**config.mk**
```make
export PLATFORM = sky130hd
export DESIGN_NAME = edge_capture_bank
export DESIGN_NICKNAME = d
export VERILOG_FILES = /design/src/rtl/edge_capture_bank_pkg.sv /design/src/rtl/edge_capture_bank_chan.sv /design/src/rtl/edge_capture_bank.sv
export SDC_FILE = /design/constraint.sdc
export NUM_CORES = 1
export LEC_CHECK = 0
export CORE_AREA = 2 2 89 91
export CTS_CLUSTER_DIAMETER = 60
export CTS_CLUSTER_SIZE = 16
export DETAILED_ROUTE_END_ITERATION = 10
export DIE_AREA = 0 0 91 93
export PLACE_DENSITY = 0.68
export SLEW_MARGIN = 20
export SYNTH_ARGS = -nofsm -noshare
export SYNTH_HDL_FRONTEND = slang
export SYNTH_SLANG_ARGS = --single-unit
```
**constraint.sdc**
```tcl
create_clock -name clkin -period 2.9 [get_ports clkin]
set_input_delay 0.87 -clock clkin [delete_from_list [all_inputs] [get_ports clkin]]
set_output_delay 0.87 -clock clkin [all_outputs]
set_load 0.02 [all_outputs]
```
**src/rtl/edge_capture_bank_pkg.sv**
```systemverilog
// Shared types, default widths and the per-mode edge select used by edge_capture_bank.
// The optional timestamp path is enabled by defining EDGE_CAP_TSTAMP_EN.
package edge_cap_pkg;

    localparam int EC_NCH_DEF = 4;
    localparam int EC_DW_DEF  = 7;
    localparam int EC_TSW_DEF = 16;

    typedef enum logic [1:0] {
        EC_OFF  = 2'b00,
        EC_RISE = 2'b01,
        EC_FALL = 2'b10,
        EC_BOTH = 2'b11
    } ec_mode_e;

    function automatic logic ec_hit(input ec_mode_e mode, input logic trig, input logic trig_q);
        logic v_hit;
        v_hit = 1'b0;
        case (mode)
            EC_RISE: v_hit = trig & ~trig_q;
            EC_FALL: v_hit = ~trig & trig_q;
            EC_BOTH: v_hit = trig ^ trig_q;
            default: v_hit = 1'b0;
        endcase
        return v_hit;
    endfunction

endpackage

```
**src/rtl/edge_capture_bank_chan.sv**
```systemverilog
// One capture channel: strobe history, edge detect, single-entry capture slot and sticky overflow.
// Carries a timestamp alongside the captured word when EDGE_CAP_TSTAMP_EN is defined.
module edge_cap_chan import edge_cap_pkg::*; #(
    parameter int DW = EC_DW_DEF
`ifdef EDGE_CAP_TSTAMP_EN
    , parameter int TSW = EC_TSW_DEF
`endif
) (
    input  logic           clkin,
    input  logic           rst_n,
    input  logic           i_armed,
    input  logic           i_trig,
    input  ec_mode_e       i_mode,
    input  logic           i_clr,
    input  logic [DW-1:0]  i_data,
`ifdef EDGE_CAP_TSTAMP_EN
    input  logic [TSW-1:0] i_ts,
    output logic [TSW-1:0] o_ts,
`endif
    input  logic           i_unload,
    output logic           o_pending,
    output logic [DW-1:0]  o_cap,
    output logic           o_ovf
);

    logic          r_trig_q;
    logic          r_pending;
    logic          r_ovf;
    logic [DW-1:0] r_cap;
    logic          w_hit;
`ifdef EDGE_CAP_TSTAMP_EN
    logic [TSW-1:0] r_ts;
`endif

    assign w_hit = i_armed && ec_hit(i_mode, i_trig, r_trig_q);

    // Clear wins over a hit; a hit while the slot is being unloaded refills it without overflow.
    always_ff @(posedge clkin or negedge rst_n) begin
        if (!rst_n) begin
            r_trig_q  <= 1'b0;
            r_pending <= 1'b0;
            r_ovf     <= 1'b0;
            r_cap     <= '0;
`ifdef EDGE_CAP_TSTAMP_EN
            r_ts      <= '0;
`endif
        end else begin
            r_trig_q <= i_trig;
            if (i_clr) begin
                r_cap     <= '0;
                r_pending <= 1'b0;
                r_ovf     <= 1'b0;
`ifdef EDGE_CAP_TSTAMP_EN
                r_ts      <= '0;
`endif
            end else if (w_hit && (!r_pending || i_unload)) begin
                r_cap     <= i_data;
                r_pending <= 1'b1;
`ifdef EDGE_CAP_TSTAMP_EN
                r_ts      <= i_ts;
`endif
            end else if (w_hit) begin
                r_ovf <= 1'b1;
            end else if (i_unload) begin
                r_pending <= 1'b0;
            end
        end
    end

    assign o_pending = r_pending;
    assign o_cap     = r_cap;
    assign o_ovf     = r_ovf;
`ifdef EDGE_CAP_TSTAMP_EN
    assign o_ts      = r_ts;
`endif

endmodule

```
**src/rtl/edge_capture_bank.sv**
```systemverilog
// Multi-channel edge capture bank with a round-robin drained valid/ready output port.
// Define EDGE_CAP_TSTAMP_EN to add a free-running timestamp captured with each event (out_ts).
module edge_capture_bank import edge_cap_pkg::*; #(
    parameter int NCH = EC_NCH_DEF,
    parameter int DW  = EC_DW_DEF
`ifdef EDGE_CAP_TSTAMP_EN
    , parameter int TSW = EC_TSW_DEF
`endif
) (
    input  logic                                  clkin,
    input  logic                                  rst_n,
    input  logic [NCH-1:0]                        trig_i,
    input  logic [2*NCH-1:0]                      mode_i,
    input  logic [NCH-1:0]                        clr_i,
    input  logic [NCH*DW-1:0]                     data_i,
    output logic                                  out_valid,
    input  logic                                  out_ready,
    output logic [((NCH > 1) ? $clog2(NCH) : 1)-1:0] out_ch,
    output logic [DW-1:0]                         out_data,
`ifdef EDGE_CAP_TSTAMP_EN
    output logic [TSW-1:0]                        out_ts,
`endif
    output logic [NCH-1:0]                        ovf_o
);

    localparam int CHW = (NCH > 1) ? $clog2(NCH) : 1;

    logic           r_armed;
    logic           r_valid;
    logic [CHW-1:0] r_ch;
    logic [DW-1:0]  r_data;
    logic [CHW-1:0] r_rr;

    logic [NCH-1:0] w_pending;
    logic [NCH-1:0] w_unload;
    logic [DW-1:0]  w_cap [NCH];
    logic           w_found_hi;
    logic           w_found;
    logic [CHW-1:0] w_win_hi;
    logic [CHW-1:0] w_win_lo;
    logic [CHW-1:0] w_winner;
    logic [CHW-1:0] w_rr_next;
    logic           w_load;

`ifdef EDGE_CAP_TSTAMP_EN
    logic [TSW-1:0] r_ts_cnt;
    logic [TSW-1:0] r_ts;
    logic [TSW-1:0] w_cap_ts [NCH];

    always_ff @(posedge clkin or negedge rst_n) begin
        if (!rst_n) r_ts_cnt <= '0;
        else        r_ts_cnt <= r_ts_cnt + 1'b1;
    end
`endif

    // The first clock after reset only primes the strobe history.
    always_ff @(posedge clkin or negedge rst_n) begin
        if (!rst_n) r_armed <= 1'b0;
        else        r_armed <= 1'b1;
    end

    for (genvar k = 0; k < NCH; k++) begin : g_chan
        assign w_unload[k] = w_load && (w_winner == CHW'(k));

        edge_cap_chan #(
            .DW  (DW)
`ifdef EDGE_CAP_TSTAMP_EN
            , .TSW (TSW)
`endif
        ) u_chan (
            .clkin     (clkin),
            .rst_n     (rst_n),
            .i_armed   (r_armed),
            .i_trig    (trig_i[k]),
            .i_mode    (ec_mode_e'(mode_i[2*k +: 2])),
            .i_clr     (clr_i[k]),
            .i_data    (data_i[k*DW +: DW]),
`ifdef EDGE_CAP_TSTAMP_EN
            .i_ts      (r_ts_cnt),
            .o_ts      (w_cap_ts[k]),
`endif
            .i_unload  (w_unload[k]),
            .o_pending (w_pending[k]),
            .o_cap     (w_cap[k]),
            .o_ovf     (ovf_o[k])
        );
    end

    // Lowest pending index at or after r_rr; otherwise wrap to the lowest pending overall.
    always_comb begin
        w_found_hi = 1'b0;
        w_found    = 1'b0;
        w_win_hi   = '0;
        w_win_lo   = '0;
        for (int i = NCH - 1; i >= 0; i--) begin
            if (w_pending[i]) begin
                w_found  = 1'b1;
                w_win_lo = CHW'(i);
                if (CHW'(i) >= r_rr) begin
                    w_found_hi = 1'b1;
                    w_win_hi   = CHW'(i);
                end
            end
        end
        w_winner  = w_found_hi ? w_win_hi : w_win_lo;
        w_rr_next = (w_winner == CHW'(NCH - 1)) ? '0 : w_winner + 1'b1;
    end

    // Valid/ready: a word transfers on a cycle with out_valid && out_ready; while out_valid && !out_ready
    // all out_* hold, and out_valid falls only after a transfer with nothing left pending.
    assign w_load = (!r_valid || out_ready) && w_found;

    always_ff @(posedge clkin or negedge rst_n) begin
        if (!rst_n) begin
            r_valid <= 1'b0;
            r_ch    <= '0;
            r_data  <= '0;
            r_rr    <= '0;
`ifdef EDGE_CAP_TSTAMP_EN
            r_ts    <= '0;
`endif
        end else if (w_load) begin
            r_valid <= 1'b1;
            r_ch    <= w_winner;
            r_data  <= w_cap[w_winner];
            r_rr    <= w_rr_next;
`ifdef EDGE_CAP_TSTAMP_EN
            r_ts    <= w_cap_ts[w_winner];
`endif
        end else if (out_ready) begin
            r_valid <= 1'b0;
        end
    end

    assign out_valid = r_valid;
    assign out_ch    = r_ch;
    assign out_data  = r_data;
`ifdef EDGE_CAP_TSTAMP_EN
    assign out_ts    = r_ts;
`endif

endmodule

```
; ---- Word level (Yosys, flattened, before mapping)
; Index checks and enable logic that the tools add are counted.
[totals]
reg_bits = 53
inputBits = 47
[classes]
n_addsub = 1
magnitude_cmp = 5
eq_ne = 23
muxes = 71
n_bitwise = 21
n_reduce_logical = 45
[ops]
columns = op, n
row1 = $mux 7, 10
row2 = $mux 1, 42
row3 = $mux 2, 14
row4 = $eq 2x2->1 const B, 10
row5 = $reduce_bool 2->1, 9
row6 = $reduce_and 2->1, 8
row7 = $bmux 7 s2, 1
row8 = $logic_and 1x1->1, 13
row9 = $ne 3x3->1 const B, 4
row10 = $pmux 1 s3, 4
row11 = $reduce_bool 3->1, 4
row12 = $eq 2x1->1 const B, 5
row13 = $and 1x1->1, 8
row14 = $ne 2x2->1 const B, 4
row15 = $not 1->1, 8
row16 = $logic_not 1->1, 5
row17 = $logic_or 1x1->1, 5
row18 = $ge 1x2->1 const A, 2
row19 = $ge 2x2->1 const A, 2
row20 = $xor 1x1->1, 4
row21 = $ge 3x3->1 const B, 1
row22 = $not 2->3, 1
row23 = $add 2x1->2 const B, 1
row24 = $logic_not 2->1, 1

; ---- Depth between registers and ports, before layout
[depth]
ltp_word = 16
depth_mapped = 9
ltp_nobuf = 7

; ---- Cells and area by module
; A second synthesis with hierarchy kept.
[hier_totals]
hier_cells = 279
hier_area_um2 = 2995.4
[by_module_without_submodules]
columns = mod, n_inst, cells_per_inst, area_per_inst_um2, seq_area_each_um2
row1 = edge_cap_chan, 4, 48, 531.8, 250.2
row2 = edge_capture_bank, 1, 87, 868.3, 325.3

; ---- Worst setup path after synthesis
; OpenSTA, ideal clock, no wires.
[synth_timing]
path_type = input to register
startpoint = input port trig_i[2]
endpoint = register g_chan[2].u_chan.r_cap[4]
setup_ns = 0.071
arrival_time_ns = 2.196
setup_slack_ns = 0.634
path_stages = 9
path_cell_list = inv_1 > ha_1 > nor2b_1 > o21ai_1 > a21boi_1 > buf_2 > buf_1 > nand4_1 > nand4_1
[synth_via]
elab_chain_cells = 6
word_cells_on_any_way = 8
[synth_lines]
columns = element, line_no
row1 = "start, declared", edge_capture_bank.sv:12  ; input logic [NCH-1:0] trig_i,
row2 = $not 1->1, edge_capture_bank_pkg.sv:21  ; EC_FALL: v_hit = ~trig & trig_q;
row3 = $and 1x1->1, edge_capture_bank_pkg.sv:21
row4 = $pmux 1 s3 *, edge_capture_bank_pkg.sv:19  ; case (mode)
row5 = $logic_and 1x1->1 *, edge_capture_bank_chan.sv:35  ; assign w_hit = i_armed && ec_hit(i_mode, i_trig, r_trig_q);
row6 = $logic_and 1x1->1 *, edge_capture_bank_chan.sv:56  ; end else if (w_hit && (!r_pending || i_unload)) begin
row7 = $reduce_bool 2->1 (no source line) *, n/a
row8 = "end signal, assigned", edge_capture_bank_chan.sv:57  ; r_cap <= i_data;
row9 = "end, declared", edge_capture_bank_chan.sv:29  ; logic [DW-1:0] r_cap;
; Every way passes the cells marked *; elsewhere a longest branch is shown, timed or not.
; A chain may end at the register's enable or synchronous reset.

; ---- Worst setup path after layout
[layout_timing]
startpoint = input port trig_i[2]
endpoint = register g_chan[2].u_chan.r_cap[3]
; Same word-level chain as after synthesis.

==> flow_metrics.py <==
metrics = {
    "status": {
        "status": "completed",
    },
    "worst_setup_path": {
        "worstSetupPathType": "in2reg",
        "rr_startpoint": "r_rr[1]$_DFFE_PN0P_",
        "critPathLaunchType": "input pin",
        "crit_path_end_kind": "flip-flop",
        "worst_r2r_endpoint": "out_data[0]$_DFFE_PN0P_",
        "critPathMaxStageDelay_ns": 0.51,
        "worst_ep_arrival_time_ns": 2.71,
        "cp.required_ns": 3.14,
        "ff2ff_setup_slack_ns": 0.74,
        "worstPathMaxFanout": 22,
        "worstPathCellList": "clkdlybuf4s50_1, inv_1, ha_1, nor2b_1, o21ai_1, a21boi_1, buf_4, or3b_2, nand4_1",
        "crit_end": "g_chan[2].u_chan.o_cap[3]$_DFFE_PN0P_",
        "cpMaxStageDelayCell": "clkdlybuf4s50_1",
        "critPathLaunch": "trig_i[2]",
        "reg2regPathDepth": 5,
    },
    "synthesis": {
        "syn-num-nets": 399,
        "syn_area_mm2": 0.00325,
        "synth.avg_cell_area_um2": 9.45,
        "ys_seq_area_frac": 0.408,
        "ys_ff_latch": 53,
        "syn_inst": 344,
        "ys.warnings.count": 0,
        "synth_cell_type_count": 54,
        "synth_edf_count": 0,
        "synthArstFlopShare": 1.00,
        "ys.flop_type": "dfrtp_1",
    },
    "route": {
        "wl_per_cell_um": 14.2,
        "route.antenna.remaining_nets": 0,
        "finalWirelength_um": 7100,
        "dr.pass1.iters": 4,
        "drtIter0Drc": 103,
        "vias": 2666,
        "drcViolationCount": 0,
        "drt-vias-per-instance": 5.34,
    },
    "clocking": {
        "ctsResizeCount": 0,
        "clock_path_buffers": 2,
        "clockRootBuffer": "clkbuf_8",
        "tritoncts": "done",
        "numCtsBuffers": 5,
        "clock_latency_ns": 0.31,
        "cts_max_level": 2,
        "cts_setup_buffers": 0,
        "cts_hold_buffers": 0,
        "clock-sinks": 53,
        "clk_pin_slew_ns": 0.10,
    },
    "power_and_ir_drop": {
        "p_per_area_mw_per_mm2": 461,
        "leakagePower_nw": 1.59,
        "vdd_drop_max_uv": 226,
        "finalPower_mw": 1.83,
    },
    "sta": {
        "setup_viol": 0,
        "whs_ns": 0.496,
        "finalCritPeriodShare": 0.852,
        "min_period_ns": 2.47,
        "finalClockSkew_ns": 0.00511,
        "worst_pin_slew_ns": 0.677,
        "final_max_slew_viol_count": 0,
        "fmax_ghz": 0.405,
        "fin_setup_tns_ns": 0,
        "max_slew_margin": 0.548,
        "hold_viol": 0,
        "grt_setup_unrepaired": "false",
    },
    "cells_and_area": {
        "fin_cells": 499,
        "areaGrowthSynthToFinish_pct": 21.9,
        "layout-drive-gt1-share": 0.0882,
        "final_nets": 451,
        "layout_common_cells": "clkdlybuf4s50_1 (59), dfrtp_1 (53), nand2b_1 (34)",
        "final_area_mm2": 0.00396,
        "final_common_cell": "clkdlybuf4s50_1",
        "num_antenna_cells": 0,
    },
    "global_routing": {
        "grt_antenna_before_repair": 0,
        "grtUsageTotal": 0.176,
        "grt_pass1_wl_um": 12200,
        "grt_pass1_vias": 2604,
        "grt_max_degree": 32,
        "grt_overflow": 0,
    },
    "floorplanning": {
        "core.rowCount": 32,
        "core-area_mm2": 0.00753,
        "initial_core_util": 0.432,
        "chipHeight_um": 93,
        "die_area_mm2": 0.00846,
        "ios": 61,
        "die_x_um": 91,
    },
    "placement": {
        "dp.cells": 491,
        "placed_cell_area_mm2": 0.00388,
        "post-dp-hpwl_um": 5380,
        "io_buffers": 60,
        "gp_congestion": 0.828,
    },
    "flow_run": {
        "maxCapViolations": 0,
    },
    "worst_hold_path": {
        "hp-class": "reg2reg",
    },
}
## per-layer routing
layer,wire (um),vias up,GRT usage,part of all wire
met3,287,6,0.0395,0.040
met1,3280,1286,0.235,0.46
met4,56,0,0.0290,0.0079
met5,0,-,0,0
li1,-,1314,-,-
met2,3480,60,0.299,0.49
## synth_stat cells, types with 5 or more instances
cell / instances / area, um2
o21ai_0: 5 / 25.0
nor2_1: 14 / 52.6
nand3_1: 17 / 85.1
mux2i_1: 23 / 230
ha_1: 8 / 100
nor2b_1: 17 / 106
o311ai_1: 8 / 70.1
nand2b_1: 34 / 213
o21ai_1: 15 / 75.1
nand2_1: 15 / 56.3
buf_4: 9 / 67.6
dfrtp_1: 53 / 1330
nor4_1: 7 / 43.8
a21oi_1: 14 / 70.1
inv_1: 21 / 78.8
nand4_1: 14 / 87.6
## metrics by stage
| stage | worst slack, ns | util |
|---|---|---|
| detailed placement | 0.0828 | 0.515 |
| finish | 0.429 | 0.527 |
| floorplan | 0.634 | - |
| global placement | 0.159 | 0.515 |
| CTS | 0.409 | 0.527 |
| global route | 0.268 | 0.527 |
## power breakdown
group,total (mW),leakage (nW),internal (mW),switching [mW]
combinational,0.529,0.846,0.246,0.283
clock,0.415,0.0385,0.172,0.244
sequential,0.881,0.707,0.809,0.0724
## area by class of cell
type / count / area, um2
well taps: 102 / 128
flip-flops and latches: 53 / 1330
inverters: 22 / 82.6
clock buffers: 7 / 76.3
fillers: 750 / 3560
multi-input cells: 245 / 1670
repair buffers: 69 / 676
clock inverters: 1 / 7.51
## worst min path at each step
stage | start | to | slack, ns | cells after the start
after floorplan | g_chan[0].u_chan.o_ovf$_DFFE_PN0P_ | g_chan[0].u_chan.o_ovf$_DFFE_PN0P_ | 0.46 | 2
after global placement | out_ch[0]$_DFFE_PN0P_ | out_ch[0]$_DFFE_PN0P_ | 0.48 | 2
after detailed placement | out_ch[1]$_DFFE_PN0P_ | out_ch[1]$_DFFE_PN0P_ | 0.48 | 2
after CTS | out_ch[1]$_DFFE_PN0P_ | out_ch[1]$_DFFE_PN0P_ | 0.50 | 2
after global routing | out_ch[1]$_DFFE_PN0P_ | out_ch[1]$_DFFE_PN0P_ | 0.53 | 2
final | out_ch[1]$_DFFE_PN0P_ | out_ch[1]$_DFFE_PN0P_ | 0.50 | 2
## kinds of logic after synthesis
group,share of synthesized area
other cells,0.00115
compound gates,0.148
simple gates,0.262
buf+inv,0.0793
flops,0.408
fa+ha+maj,0.0308
mux,0.0708
## state kept, by name, indices dropped and copies added (netlist names)
name	flops
g_chan.u_chan.o_cap	28
g_chan.u_chan.o_ovf	4
g_chan.u_chan.o_pending	4
g_chan.u_chan.r_trig_q	4
out_ch	2
out_data	7
out_valid	1
r_armed	1
r_rr	2
## worst max-delay path, delay by kind of cell
family / cells / cell delay, ns
simple gates: 3 / 0.60
fa+ha+maj: 1 / 0.28
buf+inv: 3 / 0.77
compound gates: 2 / 0.19
(Power assumes the default switching activity.)
